**config.mk**
```make
export PLATFORM = sky130hd
export DESIGN_NAME = debounce_multi
export DESIGN_NICKNAME = d
export VERILOG_FILES = /design/src/rtl/debounce_pkg.sv /design/src/rtl/debounce_chan.sv /design/src/rtl/debounce_multi.sv
export SDC_FILE = /design/constraint.sdc
export NUM_CORES = 1
export LEC_CHECK = 0
export BUFFER_PORTS_ARGS = -buffer_cell sky130_fd_sc_hd__buf_2
export CAP_MARGIN = 20
export CORE_AREA = 2 2 110 112
export CTS_CLUSTER_DIAMETER = 100
export DETAILED_ROUTE_END_ITERATION = 7
export DIE_AREA = 0 0 112 114
export HOLD_SLACK_MARGIN = 0.15
export PLACE_DENSITY_LB_ADDON = 0.15
export SLEW_MARGIN = 20
export SYNTH_ARGS = -nofsm -noshare
export SYNTH_HDL_FRONTEND = slang
export SYNTH_SLANG_ARGS = --single-unit
export TNS_END_PERCENT = 30
```
**constraint.sdc**
```tcl
create_clock -name clk -period 3.75 [get_ports clk]
set_clock_uncertainty 0.15 [all_clocks]
set_input_delay 0.1875 -clock clk [delete_from_list [all_inputs] [get_ports clk]]
set_output_delay 0.1875 -clock clk [all_outputs]
set_load 0.01 [all_outputs]
```
**src/rtl/debounce_pkg.sv**
```systemverilog
`default_nettype none
// ============================================================================
// debounce_pkg : shared state encoding and width constants for debounce_multi
// Revision 1.0
// ============================================================================
package debounce_pkg;

    localparam int STATE_W     = 2;
    localparam int SYNC_STAGES = 2;
    localparam int MAX_NCH     = 32;

    typedef enum logic [STATE_W-1:0] {
        ZERO  = 2'b00,
        WAIT0 = 2'b01,
        ONE   = 2'b10,
        WAIT1 = 2'b11
    } db_state_t;

endpackage : debounce_pkg
`default_nettype wire

```
**src/rtl/debounce_chan.sv**
```systemverilog
`default_nettype none
// ============================================================================
// debounce_chan : one debounce channel (FSM, stability counter, level, ticks)
// Revision 1.0
// ============================================================================
module debounce_chan
    import debounce_pkg::*;
#(
    parameter int N = 21
) (
    input  logic clk,
    input  logic reset,
    input  logic ce,
    input  logic s,
    output logic level,
    output logic rise_tick,
    output logic fall_tick,
    output logic tick_next
);

    db_state_t      state;
    logic [N-1:0]   cnt;
    logic [N-1:0]   cnt_dec;
    logic           done;
    logic           rise_next;
    logic           fall_next;

    // Saturating decrement: a zero count can never wrap back to the top.
    assign cnt_dec   = (cnt == '0) ? '0 : cnt - 1'b1;
    assign done      = ce && (cnt_dec == '0);
    assign rise_next = (state == WAIT1) && s && done;
    assign fall_next = (state == WAIT0) && !s && done;
    // Exposed so the top can register any_tick in the same cycle as the ticks.
    assign tick_next = rise_next | fall_next;

    always_ff @(posedge clk or posedge reset) begin
        if (reset) begin
            state     <= ZERO;
            cnt       <= '0;
            level     <= 1'b0;
            rise_tick <= 1'b0;
            fall_tick <= 1'b0;
        end else begin
            rise_tick <= rise_next;
            fall_tick <= fall_next;
            case (state)
                ZERO: begin
                    level <= 1'b0;
                    if (s) begin
                        state <= WAIT1;
                        cnt   <= '1;
                    end
                end
                WAIT1: begin
                    if (!s) begin
                        state <= ZERO;
                    end else if (ce) begin
                        cnt <= cnt_dec;
                        if (cnt_dec == '0) begin
                            state <= ONE;
                            level <= 1'b1;
                        end
                    end
                end
                ONE: begin
                    level <= 1'b1;
                    if (!s) begin
                        state <= WAIT0;
                        cnt   <= '1;
                    end
                end
                WAIT0: begin
                    if (s) begin
                        state <= ONE;
                    end else if (ce) begin
                        cnt <= cnt_dec;
                        if (cnt_dec == '0) begin
                            state <= ZERO;
                            level <= 1'b0;
                        end
                    end
                end
                default: begin
                    state <= ZERO;
                    level <= 1'b0;
                end
            endcase
        end
    end

endmodule : debounce_chan
`default_nettype wire

```
**src/rtl/debounce_multi.sv**
```systemverilog
`default_nettype none
// ============================================================================
// debounce_multi : NCH-channel synchronising debouncer with shared prescaler
// Revision 1.0
// ============================================================================
module debounce_multi
    import debounce_pkg::*;
#(
    parameter int             NCH      = 4,
    parameter int             N        = 21,
    parameter logic [NCH-1:0] INV_MASK = {NCH{1'b0}}
) (
    input  logic           clk,
    input  logic           reset,
    input  logic           ce,
    input  logic [NCH-1:0] sw,
    output logic [NCH-1:0] db_level,
    output logic [NCH-1:0] rise_tick,
    output logic [NCH-1:0] fall_tick,
    output logic           any_tick
);

    logic [NCH-1:0] sync1;
    logic [NCH-1:0] sync2;
    logic [NCH-1:0] s;
    logic [NCH-1:0] tick_next;

    always_ff @(posedge clk or posedge reset) begin
        if (reset) begin
            sync1 <= '0;
            sync2 <= '0;
        end else begin
            sync1 <= sw;
            sync2 <= sync1;
        end
    end

    // Inversion follows the synchroniser, so inverted channels read 1 right after reset.
    assign s = sync2 ^ INV_MASK;

    for (genvar i = 0; i < NCH; i++) begin : g_chan
        debounce_chan #(
            .N (N)
        ) u_chan (
            .clk       (clk),
            .reset     (reset),
            .ce        (ce),
            .s         (s[i]),
            .level     (db_level[i]),
            .rise_tick (rise_tick[i]),
            .fall_tick (fall_tick[i]),
            .tick_next (tick_next[i])
        );
    end

    always_ff @(posedge clk or posedge reset) begin
        if (reset) begin
            any_tick <= 1'b0;
        end else begin
            any_tick <= |tick_next;
        end
    end

endmodule : debounce_multi
`default_nettype wire
```
Word level (Yosys, flattened, before mapping) --
Index checks and enable logic that the tools add are counted.
Cells by class: add/subtract/negate cells 4, bitwise logic cells 4, reductions and logical operators 49, equality and inequality tests 60, muxes and demuxes 92
Operator list (number):
- 2-to-1 mux 21 bit | 24
- one-hot mux 21 bit (4 select lines) | 4
- zero test 21 bit | 8
- subtractor 21 x 1 -> 21 bit (second input constant) | 4
- 2-to-1 mux 2 bit | 32
- inequality test 2 bit (second input constant) | 32
- inequality test 3 bit (second input constant) | 16
- AND reduction 6 bit | 8
- one-hot mux 2 bit (4 select lines) | 4
- 2-to-1 mux 1 bit | 24
- logical AND 1 bit | 20
- == test 2 bit (second input constant) | 8
- one-hot mux 1 bit (4 select lines) | 4
- AND reduction 4 bit | 4
- == test 2 x 1 -> 1 bit (second input constant) | 4
- zero test 2 bit | 4
- zero test 1 bit | 4
- OR 1 bit | 4
- OR reduction 4 bit | 1
Storage, ports and cells: logic and storage cells 232, input port bits 7, flip-flop bits (word level) 113, output and inout port bits 13

Logic depth before layout (Yosys ltp) --
Gate-level depths: netlist of run 1.
depth in word-level cells 7, depth in mapped cells 10, gate-level depth less buffers 9

Cells and area by module --
From an unflattened synthesis of run 1, not the netlist that was laid out.
Second synthesis, totals: cells, all modules 889, area, all modules 7308.3 um^2
By module, submodules not included:
- debounce_chan at g_chan[0].u_chan ... | times used 3, seq. area each 650.6 um^2, cells an instance 213, area each 1732.9 um^2
- debounce_chan at g_chan[3].u_chan | times used 1, seq. area each 650.6 um^2, cells an instance 239, area each 1873.0 um^2
- debounce_multi | times used 1, seq. area each 225.2 um^2, cells an instance 11, area each 236.5 um^2

Least setup slack after synthesis of run 1 --
No wires, ideal clock.
kind reg-to-reg, start register g_chan[2].u_chan.cnt[0], end register g_chan[2].u_chan.level, setup time 0.066 ns, stages on the path, launching flop included 11, data required time 3.534 ns, setup slack 0.832 ns, clock period less this slack 2.918 ns, arrival 2.702 ns, path buffers 1, path through dfrtp_1 -> inv_1 -> ha_1 -> buf_2 -> nor3b_2 -> nand3_1 -> a2111oi_4 -> o211ai_2 -> o41ai_4 -> mux2_4 -> nand3_2
Between the ends: word-level cells in the longest chain between the ends 5, elaborated cells on any way between the ends 7, those cells by class 1 x add/sub; 2 x eq/ne; 1 x mux; 3 x reduce/logical
RTL lines:
- start, declared | line debounce_chan.sv:22 | logic [N-1:0] cnt;
- start signal, assigned | line debounce_chan.sv:58 | cnt <= cnt_dec;
- start signal, assigned | line debounce_chan.sv:76 | cnt <= cnt_dec;
- subtractor 21 x 1 -> 21 bit or zero test 21 bit (tied branches) | line debounce_chan.sv:29 | assign cnt_dec = (cnt == '0) ? '0 : cnt - 1'b1;
- 2-to-1 mux 21 bit * | line debounce_chan.sv:29
- zero test 21 bit * | line debounce_chan.sv:59, debounce_chan.sv:77
- inequality test 2 bit (no source line)
- AND reduction 6 bit (no source line) *
- end signal, assigned | line debounce_chan.sv:61 | level <= 1'b1;
- end signal, assigned | line debounce_chan.sv:66 | level <= 1'b1;
- end signal, assigned | line debounce_chan.sv:79 | level <= 1'b0;
- end, declared | line debounce_chan.sv:15 | output logic level,
Every way passes the cells marked *; elsewhere a longest branch is shown, timed or not. A chain may end at the register's enable or synchronous reset.

Worst setup path after layout of run 1 --
Same ends and word-level chain as after synthesis.

==> summary.md, run 1 <==
| Metric | Value |
|---|---|
| Die height | 114 um |
| Total global-route track usage | 28.7% |
| IO Port Bufs | 19 |
| Hold WC Path Type | reg2reg |
| Type of the worst setup path | reg2reg |
| First-pass GRT wire length | 30.1 mm |
| RSZ-0062 raised after global routing | false |
| Cts bufs inserted | 17 |
| Routed WL | 18.1 mm |
| Slowest stage cell on the critical path | nor3b_2 |
| CTS clk-pin slew, worst paths | 0.05 ns |
| Total number of vias | 6794 |
| Critical path's top delay family | compound AO/OA/AOI/OAI gates |
| Critical path's largest stage delay | 0.52 ns |
| Fraction of registers with async set/reset | 100% |
| Largest net degree at the start of global routing | 70 |
| Clock Sink Count | 113 |
| Final Hold Fails | 0 |
| Synth warn | 0 |
| Fraction of layout cells with a size suffix above 1 | 9.64% |
| CP Max Fanout | 12 |
| Mean Syn Cell Area | 7.86 um2 |
| Worst-skew pair later-pin latency | 0.42 ns |
| Routability cong. | 0.932 |
| Total met2 wirelength after detailed routing | 8.52 mm |
| Mapped Area | 0.00720 mm2 |
| Io pins | 20 |
| CP required | 3.95 ns |
| Worst path depth | 9 |
| DRT met1 WL | 8.01 mm |
| Die extent in x | 112 um |
| WL/cell | 17.1 um |
| Flops & latches, synth | 113 |
| VDD IR max | 0.000574 V |
| CP Buf/Inv Count | 1 |
| Detail Route Antenna Nets | 0 |
| Cells after synthesis | 916 |
| Number of DRC markers in iteration 0 | 824 |
| CORE AREA | 0.0117 mm2 |
| Register area share after synthesis | 39.3% |
| Yosys cell types | 68 |
| Layout area overhead | 9.98% |
| Final core occ | 67.6% |
| DIE AREA | 0.0128 mm2 |
| Critical Path AT | 3.53 ns |
| Initial Utilization | 61.5% |
| Setup-failing EPs final | 0 |
| EDFF count, synth | 0 |
| Initial antenna violation count | 0 |
| Highest clock rate | 301 MHz |
| Syn Nets | 931 |
| Vias in the first global route | 6470 |
| Pwr Density | 453 mW/mm2 |
| Static Leak | 2.89 nW |
| Worst-Margin Slew | 1.12 ns |
| Critical Path, Cell by Cell | inv_1 > ha_1 > nor3b_2 > nand3_1 > a2111oi_4 > o211ai_2 > o41ai_4 > mux2_4 > nand3_2 |
| NumNets Final | 916 |
| Critical path capture point type | register |
| Setup TNS | 0 ns |
| # DRC | 0 |
| Clk root buf | clkbuf_16 |
| Final min period | 3.33 ns |
| Clock buffer depth | 2 |
| Ys flop type | dfrtp_1 |
| Setup crit start kind | register |
| WHS Path Cells | 0 |
| Max Cap Viol | 0 |
| Routed vias/inst | 6.41 |
| Drt pass-1 iters | 6 |
| # rows | 40 |
| Routed wl met3 | 1.11 mm |
| R2R depth | 9 |
| # diodes | 0 |
| Max_slew headroom | 25.1% |
| Status | complete, no violations |
| Top Layer Used | met4 |
| H-tree Lvls | 4 |
| Hold_ws | 0.192 ns |
| # resized after CTS | 0 |
| TritonCTS clock tree | built |
| Fin. max-slew vios | 0 |
| Post-DP HPWL | 11.9 mm |
| Fin crit share | 88.7% |
| Total grt overflow | 0 |
[through the flow]
stage / total power, W / instance area [um2] / cells / worst slack (ns)
finish: 0.00359 / 7920 / 1060 / 0.423
global route: 0.00371 / 7920 / 1060 / 0.225
CTS: 0.00359 / 7910 / 1060 / 0.454
detailed placement: 0.00186 / 7230 / 1023 / 0.471
global placement: 0.00183 / 7230 / 1023 / 0.603
floorplan: 0.00175 / 7200 / 916 / 0.425
[synthesized netlist by cell type (5+ instances only)]
cell        n  area, um2
dfrtp_1   113       2830
or3_1      13       81.3
and3_1      6       37.5
nor3_1     34        170
inv_1      50        188
nand2_1   100        375
nor4_1     14       87.6
a31oi_1     8       50.1
o31ai_1     5       37.5
o21ai_0    59        295
or2_2       9       56.3
buf_4      12       90.1
clkbuf_1   49        184
nor2_1     93        349
nand4b_1    6       52.6
nor4b_1     8       70.1
o21a_1     11       82.6
nand2b_1    5       31.3
a21oi_1   146        731
or4_1      11       82.6
nand3_1    46        230
nand4_1    14       87.6
ha_1        8        100
o22a_1      7       61.3
xnor2_1    15        131
[registers in the layout (all words and copies together), names as in the netlist]
register                 flops
g_chan.u_chan.cnt           84
g_chan.u_chan.state          8
g_chan.u_chan.fall_tick      4
g_chan.u_chan.level          4
g_chan.u_chan.rise_tick      4
s                            4
sync1                        4
any_tick                     1
[final timing paths]
kind | start | end | slack (ns)
max in group asynchronous | reset | g_chan[2].u_chan.cnt[13] | 2.25
max | g_chan[2].u_chan.cnt[0] | g_chan[2].u_chan.level | 0.42
min in group asynchronous | reset | g_chan[1].u_chan.state[0] | 0.35
min reg2reg | sync1[1] | s[1] | 0.19
min | sync1[1] | s[1] | 0.19
max reg2reg | g_chan[2].u_chan.cnt[0] | g_chan[2].u_chan.level | 0.42
[repair_timing]
item / CTS / global route
setup endpoints to repair: 0 / 0
endpoints found under the hold margin: 74 / 0
buffers inserted: 0 / 0
hold buffers: 6 / 0
[worst register-to-register path: stages, from the launching register on]
cell and delay [ns]:
dfrtp_1 0.45, inv_1 0.15, ha_1 0.37, nor3b_2 0.52, nand3_1 0.25, a2111oi_4 0.35
o211ai_2 0.15, o41ai_4 0.47, mux2_4 0.34, nand3_2 0.07
[cells by family after synthesis]
kind of cell             synth area share (%)
AND/OR/NAND/NOR                          27.8
AO/OA/AOI/OAI                            22.0
buffers and inverters                    7.06
flip-flops                               39.3
XOR/XNOR                                 2.07
adder cells (fa/ha/maj)                  1.39
multiplexers                            0.365
[power breakdown]
| part | switching, W | internal, W | total, W |
|---|---|---|---|
| Combinational | 0.000328 | 0.000157 | 0.000485 |
| Sequential | 0.0000929 | 0.00129 | 0.00138 |
| Clock | 0.000570 | 0.00115 | 0.00172 |
[cells in the final DEF, fill, tap and decap left out, types with 4 or more instances in the layout]
| cell | instances |
|---|---|
| a21oi_1 | 146 |
| dfrtp_1 | 113 |
| nand2_1 | 100 |
| nor2_1 | 92 |
| o21ai_0 | 59 |
| inv_1 | 49 |
| nand3_1 | 46 |
| nor3_1 | 34 |
| buf_2 | 19 |
| clkbuf_16 | 17 |
| xnor2_1 | 15 |
| nor4_1 | 14 |
| nand4_1 | 14 |
| or3_1 | 13 |
| or4_1 | 11 |
| o21a_1 | 11 |
| or2_2 | 9 |
| buf_4 | 9 |
| nor4b_1 | 8 |
| a31oi_1 | 8 |
| ha_1 | 8 |
| o22a_1 | 7 |
| nand4b_1 | 6 |
| and3_1 | 6 |
| dlygate4sd3_1 | 6 |
| nand2b_1 | 5 |
| o31ai_1 | 5 |
| clkinv_2 | 5 |
| nand3b_1 | 4 |
| a21o_1 | 4 |
| bufinv_16 | 4 |
[final cells by class]
cell class              count  area (um2)
fillers                   972        3800
clock inverters            11         160
flip-flops and latches    113        2830
repair buffers             34         223
well taps                 147         184
inverters                  50         190
clock buffers              20         467
multi-input cells         685        3860
[layer usage]
layer | vias to the layer above | track usage (%)
li1 | 3214 | -
met1 | 3264 | 37.8
met2 | 264 | 46.4
met3 | 52 | 6.32
met4 | 0 | 11.9
met5 | - | 0
(Power assumes the default switching activity.)
==> run 2: changes to the inputs <==
--- a/config.mk
+++ b/config.mk
@@ -5,12 +5,12 @@
 export SDC_FILE = /design/constraint.sdc
 export NUM_CORES = 1
 export LEC_CHECK = 0
-export BUFFER_PORTS_ARGS = -buffer_cell sky130_fd_sc_hd__buf_2
 export CAP_MARGIN = 20
-export CORE_AREA = 2 2 110 112
+export CORE_AREA = 2 2 109 111
 export CTS_CLUSTER_DIAMETER = 100
 export DETAILED_ROUTE_END_ITERATION = 7
-export DIE_AREA = 0 0 112 114
+export DIE_AREA = 0 0 111 113
+export DONT_BUFFER_PORTS = 1
 export HOLD_SLACK_MARGIN = 0.15
 export PLACE_DENSITY_LB_ADDON = 0.15
 export SLEW_MARGIN = 20
==> run 2 against run 1 <==
  * Clock-buffer cell count is 2 higher
  * Critical path depth stayed put
  * Cell count decreased by 2.1%
  * Sequential power is essentially flat
  * First-iteration DRC count rose by 3.2%
  * Fmax up 0.52%
  * Worst setup slack better by 0.017 ns
  * Design area fell by 2.0%
  * Sequential share of layout area increased by 0.71 points
  * Non-clock buffer count shrank 18
==> summary.md, run 2 (synthesis results as in run 1) <==
| Metric | Value |
|---|---|
| R2r startpoint | g_chan[2].u_chan.cnt[0] |
| Switching fraction of total power | 29.1% (+1.5 points) |
| NetSw | 0.000988 W (-0.36%) |
| Final worst slack | 0.441 ns (+0.0172 ns) |
| Die extent in x | 111 um (-0.89%) |
| Cts bufs inserted | 17 (unchanged) |
| Type of the worst setup path | reg2reg |
| Layout area overhead | 7.82% |
| Commonest non-fill, non-tap cell in the layout | a21oi_1 |
| NumNets Final | 898 (-2.0%) |
| DIE AREA | 0.0125 mm2 (-1.8%) |
| Combinational Power Share | 13.6% (about the same) |
| Total global-route track usage | 29.7% (+0.99 points) |
| Fin crit share | 88.3% (-0.46 points) |
| VDD IR max | 0.000423 V (-26%) |
| RSZ-0062 raised after global routing | false |
| Setup crit start | g_chan[2].u_chan.cnt[0] |
| Post-DP HPWL | 11.8 mm (-0.96%) |
| Worst-skew pair later-pin latency | 0.42 ns (about the same) |
| # diodes | 0 (unchanged) |
| CTS clk-pin slew, worst paths | 0.05 ns (about the same) |
| H-tree Lvls | 4 (unchanged) |
| Final Hold Fails | 0 (unchanged) |
| CP required | 3.96 ns (about the same) |
| Crit Reg-Reg Endpoint | g_chan[2].u_chan.level |
| Clock Sink Count | 113 (unchanged) |
| Clock Power Share | 45.5% (-2.6 points) |
| Fraction of layout cells with a size suffix above 1 | 7.60% (-2.0 points) |
| WL/cell | 17.4 um (+1.7%) |
| Detail Route Antenna Nets | 0 (unchanged) |
| Largest net degree at the start of global routing | 52 (-26%) |
| Most frequent cells in the layout | a21oi_1, dfrtp_1, nand2_1 |
| Placed Cells | 1001 (-2.2%) |
| Status | complete, no violations |
| Setup crit start kind | register |
| R2R depth | 9 (unchanged) |
| Final min period | 3.31 ns (-0.0172 ns) |
| Routed vias/inst | 6.51 (+1.6%) |
| TritonCTS clock tree | built |
| Initial antenna violation count | 0 (unchanged) |
| Critical path capture point type | register |
| Worst-Margin Slew | 1.12 ns (+0.00625 ns) |
| Static Leak | 2.78 nW (-3.9%) |
| Max_slew headroom | 24.7% (-0.42 points) |
| Largest register FFs | 84 (unchanged) |
| Number of DRC markers in iteration 0 | 850 (+3.2%) |
| Routability cong. | 0.965 (+3.5%) |
| Reg power frac | 40.9% (+2.5 points) |
| CP endpoint | g_chan[2].u_chan.level |
| Pre-CTS setup slack | 0.476 ns (+0.00525 ns) |
| Final Non-Filler Cells | 1038 (-2.1%) |
| Clk root buf | clkbuf_16 |
| Total grt overflow | 0 (unchanged) |
| First-pass GRT wire length | 30.3 mm (+0.75%) |
| Initial Utilization | 63.8% (+2.4 points) |
| Die height | 113 um (-0.88%) |
| Setup-failing EPs final | 0 (unchanged) |
| Vias in the first global route | 6337 (-2.1%) |
| # fillers | 888 (-8.6%) |
| # DRC | 0 (unchanged) |
| Routed WL | 18.0 mm (-0.45%) |
| Hold WC Path Type | in2reg |
| Setup TNS | 0 ns (unchanged) |
| Io pins | 20 (unchanged) |
| Internal power | 0.00240 W (-7.4%) |
| Most flops, register | g_chan.u_chan.cnt |
| Highest clock rate | 302 MHz (+0.52%) |
| Drt pass-1 iters | 5 (-1) |
| Min-delay src | sw[0] |
| Pwr Density | 437 mW/mm2 (-3.5%) |
| CP Max Fanout | 12 (unchanged) |
| Max Cap Viol | 0 (unchanged) |
| Reg2Reg Setup Slack | 0.44 ns (+0.02 ns) |
| CORE AREA | 0.0113 mm2 (-3.7%) |
| # Post-CTS Setup Buffers | 0 (unchanged) |
| IO Port Bufs | 0 (-19) |
| Critical Path AT | 3.52 ns (about the same) |
| Total number of vias | 6761 (-0.49%) |
| Regs by FF count | g_chan.u_chan.cnt: 84 flops, g_chan.u_chan.state: 8 flops |
| Dpl cell area | 0.00713 mm2 (-1.3%) |
| Critical Path, Cell by Cell | inv_1 > ha_1 > nor3b_2 > nand3_1 > a2111oi_4 > o211ai_2 > o41ai_4 > mux2_4 > nand3_2 |
| # rows | 39 (-2.5%) |
| Clock buffer depth | 2 (unchanged) |
| Critical path's largest stage delay | 0.53 ns (about the same) |
| Fin. max-slew vios | 0 (unchanged) |
| Slowest stage cell on the critical path | nor3b_2 |
| Post-route cell area | 0.00776 mm2 (-2.0%) |
## run 2: cell count changes in the layout (fill, tap and decap cells not counted), sizes merged
cell and change:
clkbuf +2, buf -18, bufinv -3, clkinv +1
## run 2: through the flow
stage               util [%]  hold slack, ns  power (W)
floorplan                  -          0.0689    0.00175
global route            68.8           0.167    0.00352
finish                  68.8           0.176    0.00339
global placement        63.3          0.0421    0.00181
detailed placement      63.3          0.0480    0.00185
CTS                     68.8           0.158    0.00340
## run 2: worst min path at each step
stage | end | slack [ns] | cells past startpoint
2_1_floorplan | sync1[0] | 0.07 | 0
3_3_place_gp | g_chan[3].u_chan.cnt[4] | 0.04 | 1
3_5_place_dp | g_chan[3].u_chan.cnt[6] | 0.05 | 1
4_1_cts | sync1[2] | 0.16 | 1
5_1_grt | sync1[1] | 0.17 | 1
6_report | sync1[0] | 0.18 | 1
## run 2: worst max-delay path, delay by kind of cell, from the launching register on
kind / cells / cell delay (ns)
AOI/OAI and AO/OA: 3 / 0.98
and+or+nand+nor: 3 / 0.83
DFF: 1 / 0.45
adders and majority gates: 1 / 0.36
muxes: 1 / 0.34
buffers and inverters: 1 / 0.15
## run 2: what timing repair did
action                    in CTS  in global routing
hold endpoints to repair     125                  0
gates resized for setup        0                  0
hold buffers                   6                  0
## run 2: routing by layer
| layer | wire, um | track usage (%) |
|---|---|---|
| met5 | 0 | 0 |
| met4 | 368 | 12.3 |
| met3 | 1280 | 6.48 |
| met2 | 8570 | 47.9 |
| met1 | 7820 | 39.4 |
## run 2: area by class of cell
type	count	area, um2	share of cell area [%]
clock buffers	22	484	6.24
clock inverters	9	82.6	1.06
multi-input cells	685	3860	49.8
repair buffers	16	135	1.74
well taps	143	179	2.31
inverters	50	190	2.45
flip-flops and latches	113	2830	36.4
## run 2: power groups by stage
stage                     registers [W]  clock network [W]  logic [W]
final                           0.00139            0.00154   0.000461
after global placement          0.00139                  0   0.000419
after global routing            0.00140            0.00160   0.000516
after floorplan                 0.00136                  0   0.000395
after detailed placement        0.00140                  0   0.000443
after CTS                       0.00138            0.00155   0.000456
==> run 3: changes to the inputs <==
--- a/config.mk
+++ b/config.mk
@@ -6,15 +6,16 @@
 export NUM_CORES = 1
 export LEC_CHECK = 0
 export CAP_MARGIN = 20
-export CORE_AREA = 2 2 109 111
+export CORE_AREA = 2 2 110 112
 export CTS_CLUSTER_DIAMETER = 100
 export DETAILED_ROUTE_END_ITERATION = 7
-export DIE_AREA = 0 0 111 113
+export DIE_AREA = 0 0 112 114
 export DONT_BUFFER_PORTS = 1
 export HOLD_SLACK_MARGIN = 0.15
 export PLACE_DENSITY_LB_ADDON = 0.15
 export SLEW_MARGIN = 20
 export SYNTH_ARGS = -nofsm -noshare
 export SYNTH_HDL_FRONTEND = slang
+export SYNTH_HIERARCHICAL = 1
 export SYNTH_SLANG_ARGS = --single-unit
 export TNS_END_PERCENT = 30
==> run 3 against run 2 <==
  * Total power increased by 3.5%
  * Sequential share of layout area decreased by 1.3 points
  * Synthesized cell count fell by 2.9%
  * Register-to-register slack lost 0.08 ns
  * Clock-buffer cell count down 1
  * Via count is 0.95% higher
  * Critical path depth did not move
==> summary.md, run 3 <==
| Metric | Value |
|---|---|
| Status | complete, no violations |
| Most flops, register | g_chan.u_chan/cnt |
| Critical Path AT | 3.53 ns (about the same) |
| Reg power frac | 40.0% (-0.9 points) |
| Io pins | 20 (unchanged) |
| IO Port Bufs | 0 (unchanged) |
| H-tree Lvls | 4 (unchanged) |
| Reg2Reg Setup Slack | 0.36 ns (-0.08 ns) |
| Most frequent cell after synthesis | a21oi_1 |
| Switching fraction of total power | 28.5% (-0.58 points) |
| Type of the worst setup path | reg2reg |
| Vias in the first global route | 6396 (+0.93%) |
| Initial Utilization | 62.4% (-1.4 points) |
| Clk root buf | clkbuf_16 |
| Drt pass-1 iters | 5 (unchanged) |
| WL/cell | 17.5 um (+0.63%) |
| Fraction of registers with async set/reset | 100% (unchanged) |
| Commonest non-fill, non-tap cell in the layout | a21oi_1 |
| Mean Syn Cell Area | 8.22 um2 (+4.6%) |
| CP required | 3.89 ns (-0.07 ns) |
| # resized after CTS | 0 (unchanged) |
| TritonCTS clock tree | built |
| Setup crit start kind | register |
| # diodes | 0 (unchanged) |
| Most frequent cells in the layout | a21oi_1, dfrtp_1, nand2_1 |
| Routed WL | 18.1 mm (+0.53%) |
| Final min period | 3.39 ns (+0.0820 ns) |
| Number of DRC markers in iteration 0 | 702 (-17%) |
| Overall power | 0.00351 W (+3.5%) |
| Synth top area cells | dfrtp_1, a21oi_1, nand2_1 |
| VDD IR max | 0.000466 V (+10%) |
| DIE AREA | 0.0128 mm2 (+1.8%) |
| Total grt overflow | 0 (unchanged) |
| Critical path capture point type | register |
| Combinational Power Share | 14.8% (+1.2 points) |
| Die extent in x | 112 um (+0.90%) |
| Hold WC Path Type | in2reg |
| # rows | 40 (+2.6%) |
| Max Cap Viol | 0 (unchanged) |
| Cts bufs inserted | 17 (unchanged) |
| Clock buffer depth | 2 (unchanged) |
| Routability cong. | 0.947 (-1.8%) |
| Ys flop type | dfrtp_1 |
| First-pass GRT wire length | 30.5 mm (+0.73%) |
| # Post-CTS Setup Buffers | 0 (unchanged) |
| Static Leak | 2.98 nW (+7.2%) |
| Max_slew headroom | 51.7% (+27 points) |
| Total number of vias | 6825 (+0.95%) |
| Synth area leader | dfrtp_1 |
| Clock Sink Count | 113 (unchanged) |
| Fin crit share | 90.4% (+2.2 points) |
| Regs by FF count | g_chan.u_chan/cnt: 84 flops, g_chan.u_chan/state: 8 flops |
| Post-synth top cells | a21oi_1, dfrtp_1, nand2_1 |
| Post-route cell area | 0.00804 mm2 (+3.6%) |
| Pwr Density | 437 mW/mm2 (about the same) |
| Syn Nets | 904 (-2.9%) |
| Initial antenna violation count | 0 (unchanged) |
| Post-DP HPWL | 12.2 mm (+2.9%) |
| CP Max Fanout | 9 (-3) |
| Flops & latches, synth | 113 (unchanged) |
| Fin. max-slew vios | 0 (unchanged) |
| Detail Route Antenna Nets | 0 (unchanged) |
| Setup TNS | 0 ns (unchanged) |
| Clock Power Share | 45.2% (-0.3 points) |
| NumNets Final | 892 (-0.67%) |
| Highest clock rate | 295 MHz (-2.4%) |
| Setup-failing EPs final | 0 (unchanged) |
| Worst-Margin Slew | 0.723 ns (-0.402 ns) |
| NetSw | 0.00100 W (+1.5%) |
| Largest net degree at the start of global routing | 30 (-42%) |
| Register area share after synthesis | 38.7% (-0.60 points) |
| # hold bufs at CTS | 7 (+1) |
| Worst-skew pair later-pin latency | 0.42 ns (about the same) |
| Cells after synthesis | 889 (-2.9%) |
| # DRC | 0 (unchanged) |
| Dpl cell area | 0.00734 mm2 (+2.8%) |
| Internal power | 0.00251 W (+4.4%) |
| Layout area overhead | 10.0% |
| CORE AREA | 0.0117 mm2 (+3.9%) |
| Largest register FFs | 84 (unchanged) |
| Routed vias/inst | 6.58 (+1.0%) |
| Yosys cell types | 59 (-13%) |
| Total global-route track usage | 29.4% (-0.24 points) |
| RSZ-0062 raised after global routing | false |
| EDFF count, synth | 0 (unchanged) |
| Mapped Area | 0.00731 mm2 (+1.5%) |
| Die height | 114 um (+0.88%) |
| Top cell type's share of synthesized area | 38.7% (-0.60 points) |
| Final Hold Fails | 0 (unchanged) |
| Fraction of layout cells with a size suffix above 1 | 9.33% (+1.7 points) |
| CTS clk-pin slew, worst paths | 0.05 ns (about the same) |
| Synth warn | 6 (+6) |
==> run 3: changes by cell type in the layout (fill, tap and decap cells not counted), moves of 6 or more <==
| cell | delta |
|---|---|
| nor4_4 | +6 |
| xor2_1 | +6 |
| nor2_1 | -37 |
| o21a_1 | +11 |
| nand3_1 | -15 |
| nand2_1 | -15 |
| nor4_1 | +8 |
| or4_4 | +6 |
| o21ai_1 | +11 |
| o21ai_0 | -18 |
| nor3_1 | +10 |
| o22a_1 | +6 |
==> run 3: final cells by class <==
cell class / count / area [um2]
tap: 147 / 184
fill: 941 / 3670
clock buffer: 21 / 480
clock inverter: 11 / 110
sequential: 113 / 2830
timing repair buffer: 23 / 218
multi-input combinational: 675 / 4040
inverter: 47 / 176
==> run 3: worst paths after layout <==
path                                       endpoint                     from  cells after the start
max                                        any_tick  g_chan[1].u_chan/cnt[0]                      9
min                                        sync1[2]                    sw[2]                      1
max reg2reg                                any_tick  g_chan[1].u_chan/cnt[0]                      9
min reg2reg                                    s[0]                 sync1[0]                      0
max in group asynchronous  g_chan[1].u_chan/cnt[18]                    reset                      3
min in group asynchronous                  any_tick                    reset                      2
==> run 3: per-stage QoR <==
stage / worst slack [ns] / util (%) / hold slack [ns] / std cells
after floorplan: 0.652 / - / -0.135 / 889
after global placement: 0.504 / 62.6 / -0.0896 / 996
after detailed placement: 0.407 / 62.6 / -0.0831 / 996
after CTS: 0.391 / 68.3 / 0.150 / 1035
after global routing: 0.145 / 68.6 / 0.170 / 1037
final: 0.359 / 68.6 / 0.170 / 1037
==> run 3: power by group through the flow <==
stage / Combinational, W / Clock, W / Sequential, W
floorplan: 0.000417 / 0 / 0.00138
global placement: 0.000473 / 0 / 0.00141
detailed placement: 0.000502 / 0 / 0.00142
CTS: 0.000514 / 0.00162 / 0.00140
global route: 0.000587 / 0.00167 / 0.00142
finish: 0.000520 / 0.00159 / 0.00140
==> run 3: cells by family after synthesis <==
| logic type | count (synthesis) | share of synthesized area [%] |
|---|---|---|
| DFF | 113 | 38.7 |
| buffers and inverters | 101 | 5.99 |
| AOI/OAI and AO/OA | 290 | 23.3 |
| adders and majority gates | 8 | 1.37 |
| and+or+nand+nor | 351 | 27.4 |
| xor gates and xnor gates | 22 | 2.74 |
| muxes | 4 | 0.548 |
==> run 3: worst max-delay path, stage by stage, from the launching register on <==
cell and delay, ns:
dfrtp_1 0.43, inv_1 0.15, ha_1 0.33, or3b_2 0.57, or4_4 0.47, xnor2_1 0.18
nor4_1 0.08, a41o_1 0.24, nor2b_1 0.15, or4_1 0.51
==> run 3: layer usage <==
metal	GRT usage (%)	wire length, um	vias to the layer above
met5	0	0	-
met4	14.4	513	0
met3	4.46	1090	46
met2	48.3	8650	259
met1	38.6	7890	3285
li1	-	-	3235
